$ cat config.mk
export PLATFORM = sky130hd
export DESIGN_NAME = truth_table_engine
export DESIGN_NICKNAME = d
export VERILOG_FILES = /design/src/rtl/truth_table_engine_pkg.sv /design/src/rtl/truth_table_engine_sweep_ctrl.sv /design/src/rtl/truth_table_engine.sv
export SDC_FILE = /design/constraint.sdc
export NUM_CORES = 1
export LEC_CHECK = 0
export CAP_MARGIN = 20
export CORE_MARGIN = 5
export CORE_UTILIZATION = 25
export DETAILED_ROUTE_END_ITERATION = 8
export SYNTH_ARGS = -nofsm -noshare
export SYNTH_HDL_FRONTEND = slang
export SYNTH_SLANG_ARGS = --single-unit
$ cat constraint.sdc
create_clock -name clk -period 3.8 [get_ports clk]
set_clock_uncertainty 0.05 [all_clocks]
set_input_delay 1.14 -clock clk [delete_from_list [all_inputs] [get_ports clk]]
set_output_delay 1.14 -clock clk [all_outputs]
set_load 0.1 [all_outputs]
$ cat src/rtl/truth_table_engine_pkg.sv
// Shared types and elaboration-time width helpers for the truth-table engine.
package tt_pkg;

   typedef enum logic [1:0] {
      IDLE  = 2'd0,
      SWEEP = 2'd1,
      DONE  = 2'd2
   } tt_state_e;

   function automatic int tt_clog2(input int n);
      int r;
      r = 0;
      while ((1 << r) < n) r++;
      return r;
   endfunction

   // Select fields stay at least one bit wide even for a single output.
   function automatic int tt_sel_w(input int n_out);
      int w;
      w = tt_clog2(n_out);
      return (w < 1) ? 1 : w;
   endfunction

   function automatic int tt_depth(input int n_in);
      return 1 << n_in;
   endfunction

endpackage

$ cat src/rtl/truth_table_engine_sweep_ctrl.sv
// Sweep sequencer: walks every row once, counting minterms of one output and
// checking two outputs for equivalence.
module tt_sweep_ctrl
   import tt_pkg::*;
#(
   parameter int N_IN  = 4,
   parameter int N_OUT = 6,
   parameter int SW    = 3
) (
   input  logic             clk,
   input  logic             rst,
   input  logic             start_i,
   input  logic [SW-1:0]    cnt_sel_i,
   input  logic [SW-1:0]    cmp_a_sel_i,
   input  logic [SW-1:0]    cmp_b_sel_i,
   input  logic [N_OUT-1:0] row_bits_i,
   output logic             idle_o,
   output logic             busy_o,
   output logic             done_o,
   output logic [N_IN-1:0]  row_o,
   output logic [N_IN:0]    ones_count_o,
   output logic             equiv_o
);

   tt_state_e       state_q, state_d;
   logic [N_IN-1:0] row_q, row_d;
   logic [SW-1:0]   cnt_sel_q, cnt_sel_d;
   logic [SW-1:0]   a_sel_q, a_sel_d;
   logic [SW-1:0]   b_sel_q, b_sel_d;
   logic [N_IN:0]   count_q, count_d;
   logic            match_q, match_d;
   logic            cnt_bit, a_bit, b_bit;

   // Out-of-range selects read as a constant-0 column.
   function automatic logic pick(input logic [N_OUT-1:0] bits, input logic [SW-1:0] sel);
      logic r;
      r = 1'b0;
      for (int i = 0; i < N_OUT; i++) begin
         if (sel == i[SW-1:0]) r = bits[i];
      end
      return r;
   endfunction

   assign cnt_bit = pick(row_bits_i, cnt_sel_q);
   assign a_bit   = pick(row_bits_i, a_sel_q);
   assign b_bit   = pick(row_bits_i, b_sel_q);

   always_comb begin
      state_d   = state_q;
      row_d     = row_q;
      cnt_sel_d = cnt_sel_q;
      a_sel_d   = a_sel_q;
      b_sel_d   = b_sel_q;
      count_d   = count_q;
      match_d   = match_q;
      case (state_q)
         IDLE: begin
            if (start_i) begin
               state_d   = SWEEP;
               row_d     = '0;
               cnt_sel_d = cnt_sel_i;
               a_sel_d   = cmp_a_sel_i;
               b_sel_d   = cmp_b_sel_i;
               count_d   = '0;
               match_d   = 1'b1;
            end
         end
         SWEEP: begin
            count_d = count_q + {{N_IN{1'b0}}, cnt_bit};
            match_d = match_q & (a_bit == b_bit);
            row_d   = row_q + 1'b1;
            if (row_q == '1) state_d = DONE;
         end
         DONE:    state_d = IDLE;
         default: state_d = IDLE;
      endcase
   end

   always_ff @(posedge clk) begin
      if (rst) begin
         state_q   <= IDLE;
         row_q     <= '0;
         cnt_sel_q <= '0;
         a_sel_q   <= '0;
         b_sel_q   <= '0;
         count_q   <= '0;
         match_q   <= 1'b1;
      end else begin
         state_q   <= state_d;
         row_q     <= row_d;
         cnt_sel_q <= cnt_sel_d;
         a_sel_q   <= a_sel_d;
         b_sel_q   <= b_sel_d;
         count_q   <= count_d;
         match_q   <= match_d;
      end
   end

   assign idle_o       = (state_q == IDLE);
   assign busy_o       = (state_q == SWEEP);
   assign done_o       = (state_q == DONE);
   assign row_o        = row_q;
   assign ones_count_o = count_q;
   assign equiv_o      = match_q;

endmodule

$ cat src/rtl/truth_table_engine.sv
// Programmable N_OUT x 2^N_IN truth table with a registered lookup path and an
// exhaustive sweep engine.
module truth_table_engine
   import tt_pkg::*;
#(
   parameter int N_IN  = 4,
   parameter int N_OUT = 6,
   localparam int DEPTH = tt_depth(N_IN),
   localparam int SW    = tt_sel_w(N_OUT)
) (
   input  logic             clk,
   input  logic             rst,
   input  logic             cfg_valid,
   output logic             cfg_ready,
   input  logic [SW-1:0]    cfg_sel,
   input  logic [DEPTH-1:0] cfg_data,
   input  logic [N_IN-1:0]  eval_in,
   output logic [N_OUT-1:0] eval_out,
   input  logic             sweep_start,
   input  logic [SW-1:0]    cnt_sel,
   input  logic [SW-1:0]    cmp_a_sel,
   input  logic [SW-1:0]    cmp_b_sel,
   output logic             sweep_busy,
   output logic             mon_valid,
   output logic [N_IN-1:0]  mon_index,
   output logic [N_OUT-1:0] mon_bits,
   output logic             sweep_done,
   output logic [N_IN:0]    ones_count,
   output logic             equiv
);

   logic [DEPTH-1:0] tbl_q [N_OUT];
   logic [DEPTH-1:0] tbl_d [N_OUT];
   logic [N_OUT-1:0] eval_q, eval_d;
   logic [N_OUT-1:0] row_bits;
   logic [N_IN-1:0]  row;
   logic             idle, busy, wr_en;

   assign cfg_ready = idle;
   assign wr_en     = cfg_valid & idle;

   // Lookups read the pre-write table, so a same-edge write shows up one cycle later.
   always_comb begin
      for (int o = 0; o < N_OUT; o++) begin
         tbl_d[o]    = tbl_q[o];
         eval_d[o]   = tbl_q[o][eval_in];
         row_bits[o] = tbl_q[o][row];
         if (wr_en && (cfg_sel == o[SW-1:0])) tbl_d[o] = cfg_data;
      end
   end

   always_ff @(posedge clk) begin
      if (rst) begin
         for (int o = 0; o < N_OUT; o++) tbl_q[o] <= '0;
         eval_q <= '0;
      end else begin
         for (int o = 0; o < N_OUT; o++) tbl_q[o] <= tbl_d[o];
         eval_q <= eval_d;
      end
   end

   tt_sweep_ctrl #(
      .N_IN  (N_IN),
      .N_OUT (N_OUT),
      .SW    (SW)
   ) u_ctrl (
      .clk          (clk),
      .rst          (rst),
      .start_i      (sweep_start),
      .cnt_sel_i    (cnt_sel),
      .cmp_a_sel_i  (cmp_a_sel),
      .cmp_b_sel_i  (cmp_b_sel),
      .row_bits_i   (row_bits),
      .idle_o       (idle),
      .busy_o       (busy),
      .done_o       (sweep_done),
      .row_o        (row),
      .ones_count_o (ones_count),
      .equiv_o      (equiv)
   );

   assign eval_out   = eval_q;
   assign sweep_busy = busy;
   assign mon_valid  = busy;
   assign mon_index  = busy ? row : '0;
   assign mon_bits   = busy ? row_bits : '0;

endmodule

==> results of run 1 <==
[area by class of cell]
type	instances	area (um^2)	share of cell area, %
sequential	123	2470	31.8
inverter	6	22.5	0.291
multi-input combinational	445	3510	45.3
timing repair buffer	79	816	10.5
tap	324	405	5.23
clock buffer	25	485	6.27
clock inverter	3	40.0	0.517
[synthesized netlist by cell type, drive strengths merged]
master	count
nand2	128
dfxtp	123
a21oi	67
nor2	65
mux4	58
mux2i	55
clkbuf	35
and2	13
buf	13
nand3	10
mux2	9
inv	6
nand2b	5
o21ai	5
or2	4
ha	3
nor2b	3
and4	2
nand4	2
nor3	2
nor4	2
or4	2
a21bo	1
a21o	1
a31oi	1
a32o	1
nand3b	1
nand4b	1
o2bb2ai	1
o31ai	1
o41a	1
xnor2	1
[repair_timing]
item	CTS	global route
hold endpoints to repair	0	0
gates resized for setup	1	2
pin swaps	0	0
setup endpoints to repair	2	4
gates cloned	0	1
[cells in the final DEF, fill, tap and decap left out, drive strengths merged, types with 9 or more instances in the layout]
cell type / n
clkbuf: 26
clkdlybuf4s50: 33
mux2: 9
mux2i: 55
a21oi: 67
nor2: 65
mux4: 58
dfxtp: 123
and2: 13
nand2: 128
nand3: 10
buf: 45
[power breakdown]
group	switching [W]	internal, W
Sequential	0.0000270	0.00132
Clock	0.000535	0.000933
Combinational	0.000192	0.000124
Total	0.000754	0.00238
[worst register-to-register path, cell delays in order (launching register included)]
cell	delay [ps]
dfxtp_4	370
buf_12	160
mux4_1	340
mux2i_1	140
or2_2	320
and2_1	160
mux4_2	460
o21ai_0	200
ha_1	200
ha_1	190
nand4_1	110
or2_2	290
a21oi_1	140
[worst paths after layout]
check                                     from  cells past startpoint                             endpoint
hold reg to reg       tbl_q[2][3]$_SDFFE_PP0P_                      2             tbl_q[2][3]$_SDFFE_PP0P_
setup / recovery  u_ctrl.row_o[1]$_SDFFE_PP0P_                      6                          mon_bits[3]
setup reg to reg  u_ctrl.row_o[1]$_SDFFE_PP0P_                     12  u_ctrl.ones_count_o[4]$_SDFFE_PP0P_
hold / removal        tbl_q[2][3]$_SDFFE_PP0P_                      2             tbl_q[2][3]$_SDFFE_PP0P_
[sequential cells by signal, indices dropped and copies added (netlist names)]
name	flops
u_ctrl.a_sel_q	3
u_ctrl.state_q	2
tbl_q	96
eval_out	6
u_ctrl.b_sel_q	3
u_ctrl.cnt_sel_q	3
u_ctrl.row_o	4
u_ctrl.ones_count_o	5
u_ctrl.equiv_o	1
[cells by family after synthesis]
kind of cell,count (synthesis),synth area share [%]
XOR/XNOR,1,0.141
AO/OA/AOI/OAI,79,6.87
flip-flops,123,39.7
buffers and inverters,54,3.82
adder cells (fa/ha/maj),3,0.606
AND/OR/NAND/NOR,240,16.4
multiplexers,122,32.5
[per-layer routing]
metal | up-vias | global-route usage [%]
met4 | 0 | 4.55
met3 | 22 | 4.29
met2 | 189 | 19.0
met1 | 2416 | 19.4
met5 | - | 0
li1 | 2306 | -
[through the flow]
step | utilization [%] | hold slack (ps) | std cells
2_1_floorplan | - | 391 | 622
3_3_place_gp | 29.5 | 404 | 976
3_5_place_dp | 29.5 | 409 | 976
4_1_cts | 31.7 | 418 | 1004
5_1_grt | 31.8 | 434 | 1005
6_report | 31.8 | 419 | 1005
==> results by group, run 1 <==
Outcome
  – Status: finished, final reports clean

Routing
  – Routed wl met2: about 8 mm
  – DRC: 0
  – DRT iter0 DRCs: 427
  – Highest metal used: met4
  – Final wirelength: roughly 19 mm
  – Post-Route M1 WL: 8.97 mm
  – Vias/cell: between 4 and 5
  – Drt first pass iters: 4
  – Vias: 4933
  – ANT nets after route: 0
  – Wire per inst: between 15 and 20 um
  – Routed wl met3: around 1.4 mm

Power
  – Leakage: around 2.9 nW
  – Power Density: 404 mW/mm^2
  – Total power: about 0.0031 W
  – Peak VDD IR: between 0.0003 and 0.0004 V

STA
  – RSZ-0062 raised after global routing: false
  – Setup WS post-layout: around 95 ps
  – Final hold viol count: 0
  – Least-Margin Pin Slew: between 700 and 800 ps
  – Tmin final: ~3700 ps
  – Fin crit share: 97.5%
  – Fmax: 270 MHz
  – Setup Viol. Count Final: 0
  – Max-slew headroom: between 50 and 60%
  – Max-slew violations: 0
  – Total negative slack: 0 ps

Worst setup path
  – Top Family by Delay on Critical Path: multiplexers
  – Crit path buf inv count: 2
  – CP Data Required Time: 2610 ps
  – Crit Path Max Fanout: 13
  – Critical Path Slowest Stage Cell: mux4_1
  – CP startpoint kind: flop
  – Kind of capture point of the worst setup path: output port
  – Worst path cell trace: buf_12 > mux4_1 > mux2_2 > mux2_2 > and2_1 > buf_12
  – FF-to-FF setup slack: a little under 600 ps
  – Max incr delay on CP: between 500 and 600 ps
  – Worst Path Arrival: 2520 ps
  – Setup CP Type: flop to output port

Clocking
  – Reg clk slew, reported paths: 50 ps
  – CTS Sinks: roughly 120
  – H-tree depth: 4
  – Worst-Skew Late Latency: 410 ps
  – Hold Buf Count CTS: 0
  – CTS tree: yes
  – Post-CTS Repair Setup Buffers: 0
  – CTS Buffer Depth: 2
  – Root Driver: clkbuf_16
  – TritonCTS Buffers: 17

Placement
  – HPWL Detailed: between 10 and 15 mm
  – DP Area: ~0.0072 mm^2
  – Placer congestion estimate: between 0.8 and 0.9
  – Port buffer count: roughly 60
  – Post-Place Worst Slack: 409 ps

Finish
  – Area growth syn-to-layout: 25.1%
  – Fin nets: around 710
  – Post-Layout Inst Area: 0.00775 mm^2
  – Diodes inserted: 0
  – Fillers: 2522
  – Share of cells above drive strength 1: between 10% and 20%

Global routing
  – Vias in the first global route: about 4900
  – Initial antenna violation count: 0
  – Largest net degree at the start of global routing: 92
  – Grt total ovfl: 0
  – Total track usage: between 10% and 20%
  – First-pass GRT wire length: between 20 and 30 mm

Logic synthesis
  – Post-synthesis cell count: approximately 620
  – Sequential element share of the synthesized area: between 30% and 40%
  – Synth unique cells: 39
  – Cell Area, Synth: 0.00620 mm^2
  – Largest cells by area after synthesis: dfxtp_1, mux4_2, mux2i_1
  – Post-synth top area cell: dfxtp_1
  – Synth warn: 0
  – Syn avg cell area: between 9 and 10 um^2
  – Syn nets: 661
  – Synth Register Bits: 123
  – Synth top area share: about two fifths

Floorplan
  – Die height: 167 um
  – Die Area: 0.0280 mm^2
  – Row count: 57
  – Starting Density: about a quarter
  – Floorplan core area: 0.0244 mm^2
  – Width of the chip: about 170 um
  – Num ports: between 60 and 70

Job
  – Max_cap viols: 0

Min path
  – Hold Crit Class: flop to flop
Power figures use the tool's default switching activity.
==> inputs of run 2 (changes only) <==
SYNTH_HIERARCHICAL = 1   (was not set)
==> run 2 against run 1 <==
- sequential power about the same
- non-clock buffer count is the same
- cell count is 5.2% higher
- routed wire length up 14%
- fmax increased by 2.8%
- sequential share of layout area decreased by 0.51 points
- largest cell class unchanged
==> results by group, run 2 <==
Routing
  – Final wirelength: 21.3 mm (was 18.6 mm)
  – Highest metal used: met4 (unchanged)
  – ANT nets after route: 0 (unchanged)
  – Drt first pass iters: 5 (was 4)
  – Vias/cell: 5.48 (was 4.91)
  – Vias: 5789 (was 4933)
  – DRC: 0 (unchanged)
  – Post-Route M1 WL: 9.53 mm (was 8.97 mm)
  – Wire per inst: 20.1 um (was 18.5 um)
  – Routed wl met3: 1.95 mm (was 1.43 mm)
  – DRT iter0 DRCs: 813 (was 427)
  – Routed wl met2: 9.22 mm (was 7.81 mm)

Clocking
  – Root Driver: clkbuf_16 (unchanged)
  – Worst-Skew Late Latency: 420 ps (was 410 ps)
  – TritonCTS Buffers: 17 (unchanged)
  – Reg clk slew, reported paths: 50 ps (about the same)
  – Post-CTS Repair Setup Buffers: 0 (unchanged)
  – Hold Buf Count CTS: 0 (unchanged)
  – CTS tree: yes (unchanged)
  – Resized Gates After CTS: 0 (was 1)
  – CTS Buffer Depth: 2 (unchanged)
  – CTS Sinks: 123 (unchanged)
  – H-tree depth: 4 (unchanged)

Finish
  – Share of cells above drive strength 1: 17.2% (was 19.5%)
  – Area growth syn-to-layout: 20.1% (was 25.1%)
  – Diodes inserted: 0 (unchanged)
  – Footprint of the multi-input gates: 0.00362 mm^2 (was 0.00351 mm^2)
  – Top reg by flops: tbl_q (unchanged)
  – Max reg flops: 96 (unchanged)
  – Commonest non-fill, non-tap cell in the layout: dfxtp_1 (was nand2_1)
  – Reg area: 0.00246 mm^2 (was 0.00247 mm^2)
  – Fillers: 2667 (was 2522)
  – Fin nets: 749 (was 711)
  – Commonest cells after routing, fill and taps aside: dfxtp_1, a21oi_1, nand3_1, o21ai_0, buf_4 (was nand2_1, dfxtp_1, a21oi_1, nor2_1, mux2i_1)

Global routing
  – Total track usage: 14.4% (was 13.5%)
  – Initial antenna violation count: 0 (unchanged)
  – Largest net degree at the start of global routing: 110 (was 92)
  – Grt total ovfl: 0 (unchanged)
  – First-pass GRT wire length: 32.9 mm (was 29.2 mm)
  – Vias in the first global route: 5469 (was 4864)

Logic synthesis
  – Syn nets: 727 (was 661)
  – Synth warn: 6 (was 0)
  – Synth top area share: 37.6% (was 39.7%)
  – Post-synthesis cell count: 688 (was 622)
  – Most numerous cell in the Yosys netlist: dfxtp_1 (was nand2_1)
  – Synth Area in Adders: 0.573% (was 0.606%)
  – Sequential element share of the synthesized area: 37.6% (was 39.7%)
  – Post-Synth XOR/XNOR Area: 0.268% (was 0.141%)
  – Ys flop type: dfxtp_1 (unchanged)
  – Post-synth top area cell: dfxtp_1 (unchanged)
  – Count of flip-flops with a built-in enable after synthesis: 0 (unchanged)
  – Synth unique cells: 45 (was 39)
  – Cell Area, Synth: 0.00655 mm^2 (was 0.00620 mm^2)
  – Largest cells by area after synthesis: dfxtp_1, mux4_2, a21oi_1 (was dfxtp_1, mux4_2, mux2i_1)
  – Mux cell area share after synthesis: 23.4% (was 32.5%)
  – Largest family of logic cells by synthesized area: multiplexers (unchanged)
  – Asr flop ratio synth: 0% (unchanged)
  – Commonest cells post-synth: dfxtp_1, a21oi_1, nand3_1 (was nand2_1, dfxtp_1, a21oi_1)
  – Synth Area in Compound Gates: 18.4% (was 6.87%)
  – Synth Register Bits: 123 (unchanged)
  – Syn avg cell area: 9.51 um^2 (was 9.96 um^2)
  – Simple-gate share of the synthesized area: 12.6% (was 16.4%)

Power
  – Leakage: 2.59 nW (was 2.93 nW)
  – Peak VDD IR: 0.000296 V (was 0.000321 V)
  – Power Density: 414 mW/mm^2 (was 404 mW/mm^2)
  – Total power: 0.00325 W (was 0.00313 W)

STA
  – RSZ-0062 raised after global routing: false (unchanged)
  – Fin crit share: 94.8% (was 97.5%)
  – Max-slew headroom: 35.6% (was 50.3%)
  – Fmax: 278 MHz (was 270 MHz)
  – Total negative slack: 0 ps (unchanged)
  – Final hold viol count: 0 (unchanged)
  – Tmin final: 3600 ps (was 3710 ps)
  – Max-slew violations: 0 (unchanged)
  – Least-Margin Pin Slew: 966 ps (was 746 ps)
  – Setup Viol. Count Final: 0 (unchanged)

Outcome
  – Status: finished, final reports clean (unchanged)

Floorplan
  – Row count: 59 (was 57)
  – Starting Density: 25.3% (was 25.4%)
  – Floorplan core area: 0.0259 mm^2 (was 0.0244 mm^2)
  – Die height: 172 um (was 167 um)
  – Die Area: 0.0295 mm^2 (was 0.0280 mm^2)
  – Width of the chip: 172 um (was 167 um)
  – Num ports: 62 (unchanged)

Placement
  – Placer congestion estimate: 0.857 (was 0.814)
  – HPWL Detailed: 13.6 mm (was 13.0 mm)
  – Port buffer count: 61 (unchanged)

Worst setup path
  – FF-to-FF setup slack: 500 ps (was 590 ps)
  – CP Data Required Time: 2610 ps (about the same)
  – Kind of capture point of the worst setup path: output port (unchanged)
  – Setup CP Type: flop to output port (unchanged)
  – Crit Path Max Fanout: 16 (was 13)
  – Worst Path Arrival: 2410 ps (was 2520 ps)
  – CP startpoint kind: flop (unchanged)

Job
  – Max_cap viols: 0 (unchanged)

Min path
  – Hold Crit Class: flop to flop (unchanged)
## run 2: changes by cell type in the layout (fill, tap and decap cells not counted), moves of 5 or more
cell	delta
nand2_1	-100
nand3_1	+92
o21ai_0	+88
nor2_1	-57
a21oi_1	+49
mux2i_1	-27
and2_1	-10
o22ai_1	+10
mux4_2	-9
mux2_2	-5
## run 2: worst paths after layout
check	cells past startpoint	startpoint	end
worst max-delay path	5	u_ctrl/row_o[2]$_SDFFE_PP0P_	mon_bits[5]
worst min-delay path	2	u_ctrl/cnt_sel_q[2]$_SDFFE_PP0P_	u_ctrl/cnt_sel_q[2]$_SDFFE_PP0P_
worst max register to register	11	u_ctrl/row_o[2]$_SDFFE_PP0P_	u_ctrl/ones_count_o[2]$_SDFFE_PP0P_
worst min register to register	2	u_ctrl/cnt_sel_q[2]$_SDFFE_PP0P_	u_ctrl/cnt_sel_q[2]$_SDFFE_PP0P_
## run 2: power breakdown
part	internal, W	leakage [nW]	switching, W	total, W
sequential	0.00132	0.996	0.0000222	0.00134
combinational	0.000115	1.32	0.000238	0.000353
clock	0.000956	0.269	0.000602	0.00156
total	0.00239	2.59	0.000862	0.00325
## run 2: stage by stage
stage	utilization [%]	setup slack, ps	instance area, um^2	hold slack, ps	cells
final	30.3	197	7860	415	1057
after global routing	30.3	117	7860	456	1057
after CTS	30.3	206	7860	416	1057
after detailed placement	28.2	537	7310	408	1026
after global placement	28.2	590	7310	404	1026
after floorplan	-	2.60	6550	391	688
## run 2: logic make-up (layout without fill, tap and decap cells)
logic type,Yosys count,in the layout
AO/OA/AOI/OAI,231,231
XOR/XNOR,2,2
adder cells (fa/ha/maj),3,3
buffers and inverters,84,118
flip-flops,123,123
multiplexers,83,83
AND/OR/NAND/NOR,162,162
## run 2: final cells by class
| cell class | count | area share, % |
|---|---|---|
| well taps | 335 | 5.33 |
| repair buffers | 79 | 9.83 |
| inverters | 8 | 0.382 |
| flip-flops and latches | 123 | 31.3 |
| clock inverters | 12 | 1.59 |
| clock buffers | 19 | 5.51 |
| multi-input cells | 481 | 46.0 |
## run 2: per-layer routing
metal  track usage (%)  up-vias
met5                 0        -
met2              20.9      265
met3              4.21       38
met4              5.16        0
met1              20.5     2848
li1                  -     2638
## run 2: worst max-delay path, cell delays in order (launching register included)
cell and delay (ps):
dfxtp_2 320, buf_4 290, mux4_1 600, mux2i_1 330, o22ai_1 220, buf_12 220
==> inputs of run 3 (changes only) <==
CTS_CLUSTER_SIZE = 12   (was not set)
SKIP_LAST_GASP = 1   (was not set)
SYNTH_HIERARCHICAL = not set   (was 1)
==> results of run 3 <==
The final DEF is identical to that of run 1; final timing and power are the same.
